## src/rtl/dff_share_arbiter.sv

```systemverilog
// Round-robin write arbiter in front of one shared WIDTH-bit register.
// Optional owner locking is compiled in with `define ARB_LOCK_EN.
module dff_share_arbiter #(
    parameter int NREQ     = 4,
    parameter int WIDTH    = 8,
    parameter int LOCK_MAX = 4
) (
    input  logic                     clk,
    input  logic                     rst_n,
    input  logic [NREQ-1:0]          req,
    input  logic [NREQ*WIDTH-1:0]    d_in,
    input  logic [NREQ-1:0]          lock,
    output logic [NREQ-1:0]          gnt,
    output logic [$clog2(NREQ)-1:0]  owner,
    output logic [WIDTH-1:0]         q,
    output logic                     q_valid
);

    localparam int OW = $clog2(NREQ);

    typedef enum logic {
        IDLE  = 1'b0,
        GRANT = 1'b1
    } state_t;

    state_t            state, state_nx;
    logic [NREQ-1:0]   gnt_nx;
    logic [OW-1:0]     owner_nx;
    logic [OW-1:0]     ptr, ptr_nx;
    logic [WIDTH-1:0]  q_nx;
    logic              q_valid_nx;
    logic [OW-1:0]     winner;
    logic [OW-1:0]     idx;
    logic [WIDTH-1:0]  d_arr [NREQ];

    for (genvar i = 0; i < NREQ; i++) begin : g_unpack
        assign d_arr[i] = d_in[i*WIDTH +: WIDTH];
    end

`ifdef ARB_LOCK_EN
    localparam int CW = $clog2(LOCK_MAX + 1);
    logic [CW-1:0] lock_cnt, lock_cnt_nx;
`else
    localparam int LOCK_MAX_UNUSED = LOCK_MAX;
    logic [NREQ-1:0] lock_unused;
    assign lock_unused = lock;
`endif

    // Scan downward from the farthest offset so the requester closest to ptr wins.
    always_comb begin
        winner = '0;
        idx    = '0;
        for (int i = NREQ - 1; i >= 0; i--) begin
            idx = OW'((int'(ptr) + i) % NREQ);
            if (req[idx]) begin
                winner = idx;
            end
        end
    end

    always_comb begin
        state_nx   = state;
        gnt_nx     = gnt;
        owner_nx   = owner;
        ptr_nx     = ptr;
        q_nx       = q;
        q_valid_nx = 1'b0;
`ifdef ARB_LOCK_EN
        lock_cnt_nx = lock_cnt;
`endif
        case (state)
            IDLE: begin
                gnt_nx = '0;
                if (|req) begin
                    gnt_nx   = NREQ'(1) << winner;
                    owner_nx = winner;
                    state_nx = GRANT;
`ifdef ARB_LOCK_EN
                    if (winner != owner) begin
                        lock_cnt_nx = CW'(1);
                    end else if (lock_cnt != CW'(LOCK_MAX)) begin
                        lock_cnt_nx = lock_cnt + CW'(1);
                    end
`endif
                end
            end
            GRANT: begin
                q_nx       = d_arr[owner];
                q_valid_nx = 1'b1;
                gnt_nx     = '0;
                state_nx   = IDLE;
                ptr_nx     = (owner == OW'(NREQ - 1)) ? '0 : owner + OW'(1);
`ifdef ARB_LOCK_EN
                // A still-requesting locked owner keeps the pointer until its quota runs out.
                if (lock[owner] && req[owner] && (lock_cnt < CW'(LOCK_MAX))) begin
                    ptr_nx = owner;
                end
`endif
            end
            default: begin
                state_nx = IDLE;
                gnt_nx   = '0;
            end
        endcase
    end

    always_ff @(posedge clk or negedge rst_n) begin
        if (!rst_n) begin
            state   <= IDLE;
            gnt     <= '0;
            owner   <= '0;
            ptr     <= '0;
            q       <= '0;
            q_valid <= 1'b0;
        end else begin
            state   <= state_nx;
            gnt     <= gnt_nx;
            owner   <= owner_nx;
            ptr     <= ptr_nx;
            q       <= q_nx;
            q_valid <= q_valid_nx;
        end
    end

`ifdef ARB_LOCK_EN
    always_ff @(posedge clk or negedge rst_n) begin
        if (!rst_n) begin
            lock_cnt <= '0;
        end else begin
            lock_cnt <= lock_cnt_nx;
        end
    end
`endif

endmodule

```

## config.mk

```make
export PLATFORM = sky130hd
export DESIGN_NAME = dff_share_arbiter
export DESIGN_NICKNAME = d
export VERILOG_FILES = /design/src/rtl/dff_share_arbiter.sv
export SDC_FILE = /design/constraint.sdc
export NUM_CORES = 1
export LEC_CHECK = 0
export CORE_MARGIN = 8
export CORE_UTILIZATION = 30
export CTS_CLUSTER_SIZE = 8
export DETAILED_ROUTE_END_ITERATION = 7
export GPL_TIMING_DRIVEN = 0
export PLACE_DENSITY = 0.72
export SLEW_MARGIN = 20
export SYNTH_ARGS = -nofsm -noshare
export SYNTH_HDL_FRONTEND = slang
export SYNTH_SLANG_ARGS = --single-unit
```

## constraint.sdc

```tcl
create_clock -name clk -period 4.6 [get_ports clk]
set_clock_uncertainty 0.1 [all_clocks]
set_input_delay 1.15 -clock clk [delete_from_list [all_inputs] [get_ports clk]]
set_output_delay 1.15 -clock clk [all_outputs]
set_load 0.01 [all_outputs]
```

==> flow_summary_export.csv <==
group,metric,value,unit
setup_path,r2r-end,"q[3]",
synth,synth-simple-area-share,7.934,%
global_route,antenna_found_initial,0,
floorplan,io_pins,57,
clocking,ctsResizeCount,0,
power_and_ir_drop,switchingPower,0.2496,mW
synth,ys_ff_latch,18,
floorplan,row_count,20,
synth,synth_top_area_share,49.25,%
clocking,cts_tree,"done",
clocking,cts_buffers,3,
power_and_ir_drop,p_leak,0.6079,nW
drt,wl,2407,µm
synth,synth_area_per_cell,15.24,µm²
layout,drive_gt1_share,22.41,%
layout,area_growth,65.39,%
timing,finalHoldViolCount,0,
drt,via_per_inst,4.872,
clocking,cts_hold_buf,0,
power_and_ir_drop,power_frac_seq,34.0,%
layout,fin_util,50.80,%
power_and_ir_drop,cellInternalPower,0.5373,mW
placed_design,dp_hpwl,1996,µm
layout,fill_cells,249,
synth,yosysMostFrequentCell,"dfrtp_1",
setup_path,setup.worst_path.start_class,"register",
floorplan,start_util,30.71,%
power_and_ir_drop,pwr-share-comb,53.6,%
synth,ys_top_cells_by_count,"dfrtp_1 (18), mux2_2 (10), mux4_2 (8), a21oi_1 (3)",
power_and_ir_drop,clockPowerShare,12.4,%
drt,ant_nets,0,
clocking,cts_setup_buffers,0,
drt,drcViolationCount,0,
synth,synth-compound-area-share,4.514,%
setup_path,cpPeakStageDelay,570,ps
floorplan,core_area,2978,µm²
run_status,status,"complete, no violations",
synth,yosysTopAreaCell,"dfrtp_1",
layout,final_cell_area,1513,µm²
global_route,grt_pass1_vias,897,
drt,via_count,726,
synth,yosysWarnings,0,
worst_hold_path,hp-class,"register to register",
floorplan,die_area,5072,µm²
synth,ys_seq_area_share,49.25,%
synth,synth_top_family_by_area,"multiplexers",
synth,synthFlopType,"dfrtp_1",
placed_design,gp_congestion,0.7038,
timing,layout_setup_ws,2071,ps
timing,tightest_slew,800.1,ps
placed_design,io_buffers,52,
drt,drt_first_pass_iters,3,
synth,ys_async_sr_fraction,100.0,%
worst_hold_path,hp-start,"state",
setup_path,crit_fanout,3,
global_route,grt_max_degree,19,
setup_path,crit_family,"buffers and inverters",
worst_hold_path,whs_path_depth,0,
setup_path,slowest_stage,"clkdlybuf4s50_1",
timing,fin_tns_setup,0,ps
synth,synthMuxAreaShare,34.34,%
timing,layout_worst_path_cycle_share,54.98,%
setup_path,critPathKind,"register to output port",
timing,relSlewSlack,46.49,%
synth,synth.cell_area,914.6,µm²
floorplan,die_y,71.22,µm
power_and_ir_drop,p_sw_share,31.72,%
timing,finalSetupViolations,0,
clocking,htree_levels,1,
clocking,root_buffer,"clkbuf_4",
timing,rsz0062_at_grt,"false",
synth,synth_xor_area_share,0,%
synth,synth_cell_types,22,
worst_hold_path,whs_endpoint,"q_valid",
setup_path,path_cells,"clkdlybuf4s50_1",
timing,drv_slew,0,
power_and_ir_drop,p_total,0.7869,mW
clocking,clk_pin_slew,110,ps
layout,diodes,0,
placed_design,post-place-ws,1851,ps
global_route,grt_pass1_wl,4215,µm
setup_path,r2r_cells,3,
setup_path,reg2reg_from,"owner[1]",
power_and_ir_drop,power_density,520.2,nW/µm²
synth,netlist_instances,60,
placed_design,place_area,1476,µm²
clocking,clk_latency,290,ps
clocking,clkSinkCount,18,
global_route,overflow,0,
synth,synth_nets,103,
synth,synth_area_leaders,"dfrtp_1 (49%), mux4_2 (20%), mux2_2 (12%), and3b_1 (1.9%), a21oi_1 (1.6%)",
synth,synth-edff-count,0,
timing,fmaxAchievable,395.4,MHz
timing,fin_crit,2529,ps
drt,wire_per_inst,16.15,µm
power_and_ir_drop,peakVddDrop,0.2738,mV
flow_run,maxCapViolCount,0,
layout,fin_nets,160,
setup_path,required,3350,ps
drt,drtIter0Drc,4,
setup_path,worstPathArrival,1280,ps
floorplan,die-width,71.22,µm
global_route,grt_usage,10.37,%
setup_path,r2r_slack,2950,ps
setup_path,end_kind,"output port",
synth,synth_adder_area_share,1.368,%
setup_path,path_buf_inv,1,
clocking,clk_path_buf_depth,2,
## state kept, by name, indices dropped and copies added, names as in the netlist
signal	cells
q_valid	1
ptr	2
q	8
owner	2
state	1
gnt	4
## final cells by class
| cell class | instances | area (µm²) | area share (%) |
|---|---|---|---|
| Timing Repair Buffer | 52 | 520.5 | 34.41 |
| Sequential cell | 18 | 450.4 | 29.78 |
| Multi-Input combinational cell | 38 | 440.4 | 29.11 |
| Tap cell | 33 | 41.29 | 2.730 |
| Clock buffer | 4 | 36.28 | 2.399 |
| Buffer | 3 | 20.02 | 1.323 |
| Inverter | 1 | 3.754 | 0.2481 |
## worst max-delay path by stage
stage                  start        to  slack (ps)  cells after the start
floorplan             req[2]  owner[0]        2510                      3
global placement      req[2]  owner[0]        1910                      4
detailed placement    req[2]  owner[0]        1850                      4
CTS                 owner[0]  owner[0]        2060                      1
global route        owner[0]  owner[0]        2020                      1
finish              owner[0]  owner[0]        2070                      1
## through the flow
| stage | std cells | hold WS [ps] |
|---|---|---|
| 4_1_cts | 149 | 392.2 |
| 5_1_grt | 149 | 411.0 |
| 3_3_place_gp | 145 | 358.6 |
| 6_report | 149 | 387.1 |
| 3_5_place_dp | 145 | 370.1 |
| 2_1_floorplan | 60 | 323.6 |
## routing by layer
layer | track usage (%) | routed length [µm] | vias to the layer above
met1 | 10.72 | 891 | 338
met4 | 3.464 | 33 | 0
met5 | 0 | 0 | -
met3 | 6.555 | 332 | 4
li1 | - | - | 346
met2 | 16.73 | 1150 | 38
## cell usage in the layout, fill, tap and decap left out
cell and n:
o21ai_0 1, clkbuf_1 1, nor3b_1 1, clkdlybuf4s50_1 52, nand2_1 2, buf_6 1, mux2i_1 1, a2bb2oi_1 1
nor4_1 1, clkbuf_8 1, nand3b_1 1, clkbuf_4 3, and3_1 1, inv_1 1, nor4_2 1, mux2_2 10
and3b_1 2, a211oi_2 1, mux4_2 8, mux2_1 1, nor2_1 2, a21oi_1 3, ha_1 1, buf_2 1
dfrtp_1 18
## power by group through the flow
stage | Combinational, mW | Sequential [mW] | Clock, mW
floorplan | 0.212 | 0.292 | 0
global placement | 0.425 | 0.265 | 0
detailed placement | 0.429 | 0.270 | 0
CTS | 0.432 | 0.268 | 0.100
global route | 0.462 | 0.278 | 0.108
finish | 0.422 | 0.268 | 0.0977
## cell families after synthesis
kind of cell | after synthesis
flops | 18
fa+ha+maj | 1
simple gates | 11
compound gates | 6
buf+inv | 4
mux | 20
No activity file was read; power rests on OpenSTA's default activity.
